$ cat config.mk
export PLATFORM = sky130hd
export DESIGN_NAME = matrix_bram_loader
export DESIGN_NICKNAME = d
export VERILOG_FILES = /design/src/rtl/matrix_bram_loader_pkg.sv /design/src/rtl/matrix_bram_loader_row_buffer.sv /design/src/rtl/matrix_bram_loader.sv
export SDC_FILE = /design/constraint.sdc
export NUM_CORES = 1
export LEC_CHECK = 0
export CAP_MARGIN = 5
export CORE_AREA = 2 2 159 161
export CTS_CLUSTER_SIZE = 24
export DETAILED_ROUTE_END_ITERATION = 16
export DIE_AREA = 0 0 161 163
export PLACE_DENSITY = 0.62
export SKIP_LAST_GASP = 1
export SYNTH_ARGS = -nofsm -noshare
export SYNTH_HDL_FRONTEND = slang
export SYNTH_SLANG_ARGS = --single-unit
$ cat constraint.sdc
create_clock -name clk -period 3 [get_ports clk]
set_clock_uncertainty 0.2 [all_clocks]
set_input_delay 0.6 -clock clk [delete_from_list [all_inputs] [get_ports clk]]
set_output_delay 0.6 -clock clk [all_outputs]
set_load 0.05 [all_outputs]
$ cat src/rtl/matrix_bram_loader_pkg.sv
// matrix_bram_loader_pkg: shared FSM encoding, command selects and weight-word lane positions.
package matrix_bram_loader_pkg;
    typedef enum logic [2:0] {S_IDLE, S_W_EVEN, S_W_ODD, S_X_LOAD, S_FIN} state_t;
    localparam logic CMD_SEL_WEIGHT = 1'b0;
    localparam logic CMD_SEL_INPUT  = 1'b1;
    localparam int LANE_R0_C0 = 0;
    localparam int LANE_R1_C0 = 1;
    localparam int LANE_R0_C1 = 2;
    localparam int LANE_R1_C1 = 3;
endpackage

$ cat src/rtl/matrix_bram_loader_row_buffer.sv
// loader_row_buffer: N-entry element register file holding the even row of the current weight tile.
module loader_row_buffer #(
    parameter int N     = 4,
    parameter int ACC_W = 16,
    parameter int CW    = $clog2(N)
) (
    input  logic             clk,
    input  logic             rst,
    input  logic             i_we,
    input  logic [CW-1:0]    i_col_w,
    input  logic [ACC_W-1:0] i_wdata,
    input  logic [CW-1:0]    i_col_r,
    output logic [ACC_W-1:0] o_rdata
);
    logic [ACC_W-1:0] r_mem [N];
    always_ff @(posedge clk or negedge rst) begin
        if (!rst) begin
            for (int i = 0; i < N; i++) r_mem[i] <= '0;
        end else if (i_we) begin
            r_mem[i_col_w] <= i_wdata;
        end
    end
    assign o_rdata = r_mem[i_col_r];
endmodule

$ cat src/rtl/matrix_bram_loader.sv
// matrix_bram_loader: packs a row-major weight stream into 4-lane tiled BRAM words, or copies x[] to the input BRAM.
// Optional LOADER_CHECKSUM_EN adds an XOR checksum output over the accepted elements of a load.
module matrix_bram_loader
    import matrix_bram_loader_pkg::*;
#(
    parameter int ACC_W     = 16,
    parameter int N         = 4,
    parameter int N_MACS    = 4,
    parameter int MEM_DEPTH = 256
) (
    input  logic                        clk,
    input  logic                        rst,
    input  logic                        cmd_valid,
    input  logic                        cmd_sel,
    input  logic                        s_valid,
    output logic                        s_ready,
    input  logic [ACC_W-1:0]            s_data,
    input  logic                        s_last,
    output logic                        wbram_we,
    output logic [$clog2(MEM_DEPTH)-1:0] wbram_addr,
    output logic [N_MACS*ACC_W-1:0]     wbram_din,
    output logic                        ibram_we,
    output logic [$clog2(MEM_DEPTH)-1:0] ibram_addr,
    output logic [ACC_W-1:0]            ibram_din,
    output logic                        busy,
    output logic                        done,
    output logic                        err
`ifdef LOADER_CHECKSUM_EN
    ,output logic [ACC_W-1:0]           checksum
`endif
);
    localparam int AW = $clog2(MEM_DEPTH);
    localparam int CW = $clog2(N);

    state_t               r_state;
    logic [CW-1:0]        r_col;
    logic [CW-1:0]        r_tile;
    logic [AW-1:0]        r_wptr;
    logic [ACC_W-1:0]     r_hold0;
    logic [ACC_W-1:0]     r_hold1;
    logic [ACC_W-1:0]     w_buf;
    logic [N_MACS*ACC_W-1:0] w_word;
    logic                 w_fire;
    logic                 w_final;
    logic [CW-1:0]        w_col_nxt;

    assign s_ready   = r_state inside {S_W_EVEN, S_W_ODD, S_X_LOAD};
    assign w_fire    = s_valid & s_ready;
    assign w_col_nxt = (r_col == CW'(N - 1)) ? '0 : r_col + 1'b1;
    assign w_final   = (r_col == CW'(N - 1)) &&
                       (r_state == S_X_LOAD || (r_state == S_W_ODD && r_tile == CW'(N / 2 - 1)));

    loader_row_buffer #(.N(N), .ACC_W(ACC_W), .CW(CW)) u_row_buf (
        .clk     (clk),
        .rst     (rst),
        .i_we    (w_fire && r_state == S_W_EVEN),
        .i_col_w (r_col),
        .i_wdata (s_data),
        .i_col_r (r_col),
        .o_rdata (w_buf)
    );

    // Odd-column beat completes the 2x2 block: buffer row 2t plus held row 2t+1 element
    always_comb begin
        w_word = '0;
        w_word[LANE_R0_C0*ACC_W +: ACC_W] = r_hold0;
        w_word[LANE_R1_C0*ACC_W +: ACC_W] = r_hold1;
        w_word[LANE_R0_C1*ACC_W +: ACC_W] = w_buf;
        w_word[LANE_R1_C1*ACC_W +: ACC_W] = s_data;
    end

    always_ff @(posedge clk or negedge rst) begin
        if (!rst) begin
            r_state    <= S_IDLE;
            r_col      <= '0;
            r_tile     <= '0;
            r_wptr     <= '0;
            r_hold0    <= '0;
            r_hold1    <= '0;
            wbram_we   <= 1'b0;
            wbram_addr <= '0;
            wbram_din  <= '0;
            ibram_we   <= 1'b0;
            ibram_addr <= '0;
            ibram_din  <= '0;
            busy       <= 1'b0;
            done       <= 1'b0;
            err        <= 1'b0;
        end else begin
            wbram_we <= 1'b0;
            ibram_we <= 1'b0;
            done     <= 1'b0;
            case (r_state)
                S_IDLE: if (cmd_valid) begin
                    r_state <= (cmd_sel == CMD_SEL_WEIGHT) ? S_W_EVEN : S_X_LOAD;
                    r_col   <= '0;
                    r_tile  <= '0;
                    r_wptr  <= '0;
                    busy    <= 1'b1;
                    err     <= 1'b0;
                end
                S_W_EVEN: if (w_fire) begin
                    r_col <= w_col_nxt;
                    if (r_col == CW'(N - 1)) r_state <= S_W_ODD;
                end
                S_W_ODD: if (w_fire) begin
                    r_col <= w_col_nxt;
                    if (!r_col[0]) begin
                        r_hold0 <= w_buf;
                        r_hold1 <= s_data;
                    end else begin
                        wbram_we   <= 1'b1;
                        wbram_addr <= r_wptr;
                        wbram_din  <= w_word;
                        r_wptr     <= r_wptr + 1'b1;
                    end
                    if (r_col == CW'(N - 1)) begin
                        r_state <= S_W_EVEN;
                        r_tile  <= r_tile + 1'b1;
                    end
                end
                S_X_LOAD: if (w_fire) begin
                    r_col      <= w_col_nxt;
                    ibram_we   <= 1'b1;
                    ibram_addr <= AW'(r_col);
                    ibram_din  <= s_data;
                end
                S_FIN: begin
                    r_state <= S_IDLE;
                    done    <= 1'b1;
                    busy    <= 1'b0;
                end
                default: r_state <= S_IDLE;
            endcase
            // Early or missing s_last ends/flags the load; later assignment overrides the state advance above
            if (w_fire && (s_last || w_final)) r_state <= S_FIN;
            if (w_fire && (s_last != w_final)) err <= 1'b1;
        end
    end

`ifdef LOADER_CHECKSUM_EN
    logic [ACC_W-1:0] r_csum;
    always_ff @(posedge clk or negedge rst) begin
        if (!rst) r_csum <= '0;
        else if (r_state == S_IDLE && cmd_valid) r_csum <= '0;
        else if (w_fire) r_csum <= r_csum ^ s_data;
    end
    assign checksum = r_csum;
`endif
endmodule
==> flow_metrics.py <==
metrics = {
    "placed_design": {
        "dpl.cell_count": 1067,
        "gp_congestion": 0.726,
        "dp_hpwl_mm": 11.8,
        "placed_area_um2": 10000,
        "port_buffers": 117,
    },
    "floorplanning": {
        "core_um2": 24700,
        "rows": 58,
        "dieArea_um2": 26200,
        "initial_utilization_pct": 34.2,
        "num_io_pins": 124,
        "die_y_um": 163,
        "die_w_um": 161,
    },
    "yosys": {
        "ys.flop_type": "dfrtp_1",
        "synthArstFlopShare_pct": 100,
        "synth_top_area_share_pct": 61.0,
        "syn-cell-area_um2": 8450,
        "synth_seq_cells": 206,
        "synth_area_leader_cell": "dfrtp_1",
        "avgSynthCellArea_um2": 13.3,
        "ys_seq_area_share_pct": 61.0,
        "synthDistinctLibCells": 39,
        "synthCells": 633,
        "synthTopCellsByArea": "dfrtp_1 (61%), mux2_2 (16%), nand2_1 (6.8%)",
        "synth_edf_count": 0,
        "ys_warn_count": 0,
    },
    "detailed_routing": {
        "initialDrtViolationCount": 265,
        "num_vias": 5139,
        "wirelength_mm": 18.2,
        "vias_per_cell": 4.64,
        "wl_per_cell_um": 16.4,
        "firstDrtPassIters": 4,
        "ant_nets": 0,
        "drc": 0,
    },
    "timing": {
        "finalSetupTns_ns": 0,
        "worst_pin_slew_ns": 0.671,
        "timing.final.crit_share_pct": 96.7,
        "setup-violations-final": 0,
        "hold_slack_ns": 0.259,
        "slew_viol_final": 0,
        "max_slew_margin_pct": 55.2,
        "hold_viol": 0,
        "rsz0062_at_grt": "false",
        "finalCriticalPeriod_ns": 2.90,
        "max_freq_mhz": 345,
    },
    "global_routing": {
        "grt_pass1_vias": 5238,
        "grt_pass1_wl_mm": 29.5,
        "use_met2_pct": 22.3,
        "antenna_found_initial": 0,
        "grt-ovfl-total": 0,
        "grt_start_max_net_pins": 85,
        "grt_use_met1_pct": 20.5,
        "grt.busiest_layer": "met2",
        "grtUsageMet3_pct": 2.44,
        "gr-usage-all-layers_pct": 14.2,
    },
    "clock_tree": {
        "cts_tree": "built",
        "clk_root_buffer_cell": "clkbuf_16",
        "clock_latency_ns": 0.49,
        "cts_buffers": 23,
        "clk_pin_slew_ns": 0.06,
        "cts_hold_buf": 1,
        "cts_resized": 0,
        "htreeDepth": 1,
        "clock_path_buffers": 3,
        "post_cts_buffers": 0,
        "numClockSinks": 206,
    },
    "worst_hold_path": {
        "min_delay_path_depth": 2,
        "hp-class": "flop to flop",
    },
    "cells_and_area": {
        "layout_commonest_cell": "dfrtp_1",
        "area_growth_pct": 28.2,
        "final_cell_mix": "dfrtp_1 (205), nand2_1 (153), mux2_2 (122)",
        "nets": 792,
        "final_cell_area_um2": 10800,
        "n_antenna_cell": 0,
        "layout-drive-gt1-share_pct": 26.4,
        "final_cells": 1107,
    },
    "critical_path": {
        "critPathLaunchType": "flop",
        "crit_arrival_ns": 2.10,
        "crit_path_end_kind": "output pin",
        "crit_required_ns": 2.20,
        "ff2ff_path_depth": 5,
        "worst-path-max-fanout": 11,
        "crit_type": "flop to output pin",
    },
    "outcome": {
        "outcome": "completed",
    },
    "power": {
        "irDropWorstVdd_mv": 0.584,
        "leakagePower_nw": 4.96,
        "powerDensity_nw_per_um2": 1210,
    },
    "job": {
        "drv_cap": 0,
    },
}
cell families after synthesis:
family / share of synthesized area (%)
compound gates: 1.88
xor+xnor: 0.518
buf+inv: 3.24
flops: 61.0
fa+ha+maj: 1.04
mux: 22.7
other cells: 0.0444
simple gates: 9.52
worst max-delay path, stage by stage, from the launching register on:
cell and delay [ns]:
dfrtp_1 0.51, nor2_1 0.11, nor2_1 0.16, clkdlybuf4s50_1 0.84
synth_stat cells, drive strengths merged, types with 4 or more instances:
master / count
mux4: 16
nand3: 8
o21ai: 9
ha: 7
a21oi: 4
mux2: 135
nor2: 13
buf: 33
inv: 7
nand2b: 5
nand2: 156
dfrtp: 206
xnor2: 4
layout make-up:
class	instances	area [µm²]
clock inverter	5	125
sequential	206	5160
timing repair buffer	136	1400
inverter	8	31.3
fill	2255	13800
clock buffer	34	657
tap	330	413
multi-input combinational	388	3050
state kept, by name, indices dropped and copies added, names as in the netlist, 2 cells and up:
signal	cells
r_col	2
r_hold0	16
wbram_din	64
u_row_buf.r_mem	64
r_state	3
ibram_din	16
r_tile	2
r_wptr	8
r_hold1	16
ibram_addr	2
wbram_addr	8
stage by stage:
stage | setup WS (ns) | power, W | utilization [%]
after global placement | 0.246 | 0.0102 | 40.7
after global routing | 0.0166 | 0.0138 | 43.9
after floorplan | 0.833 | 0.00839 | -
after CTS | 0.0663 | 0.0133 | 43.9
final | 0.0998 | 0.0131 | 43.9
after detailed placement | 0.198 | 0.0103 | 40.7
metal layers:
layer	routed length, µm	part of all wire, %
met3	774	4.3
met4	322	1.8
met1	8810	48
met5	0	0
met2	8290	46
power by group:
group          switching [W]  internal [W]
clock network        0.00106       0.00185
registers           0.000699       0.00398
logic                0.00328       0.00222
final timing paths:
path                                         start                        endpoint  slack, ns
max                         r_state[0]$_DFFE_PN0P_                         s_ready        0.1
min                        r_hold0[12]$_DFFE_PN0P_       wbram_din[12]$_DFFE_PN0P_       0.26
max reg2reg                   r_col[1]$_DFFE_PN0P_  u_row_buf.r_mem[4]$_DFFE_PN0P_       0.66
min reg2reg                r_hold0[12]$_DFFE_PN0P_       wbram_din[12]$_DFFE_PN0P_       0.26
max in group asynchronous                      rst            r_col[0]$_DFFE_PN0P_       1.37
min in group asynchronous                      rst       ibram_din[11]$_DFFE_PN0P_       0.50
(Power assumes the default switching activity.)
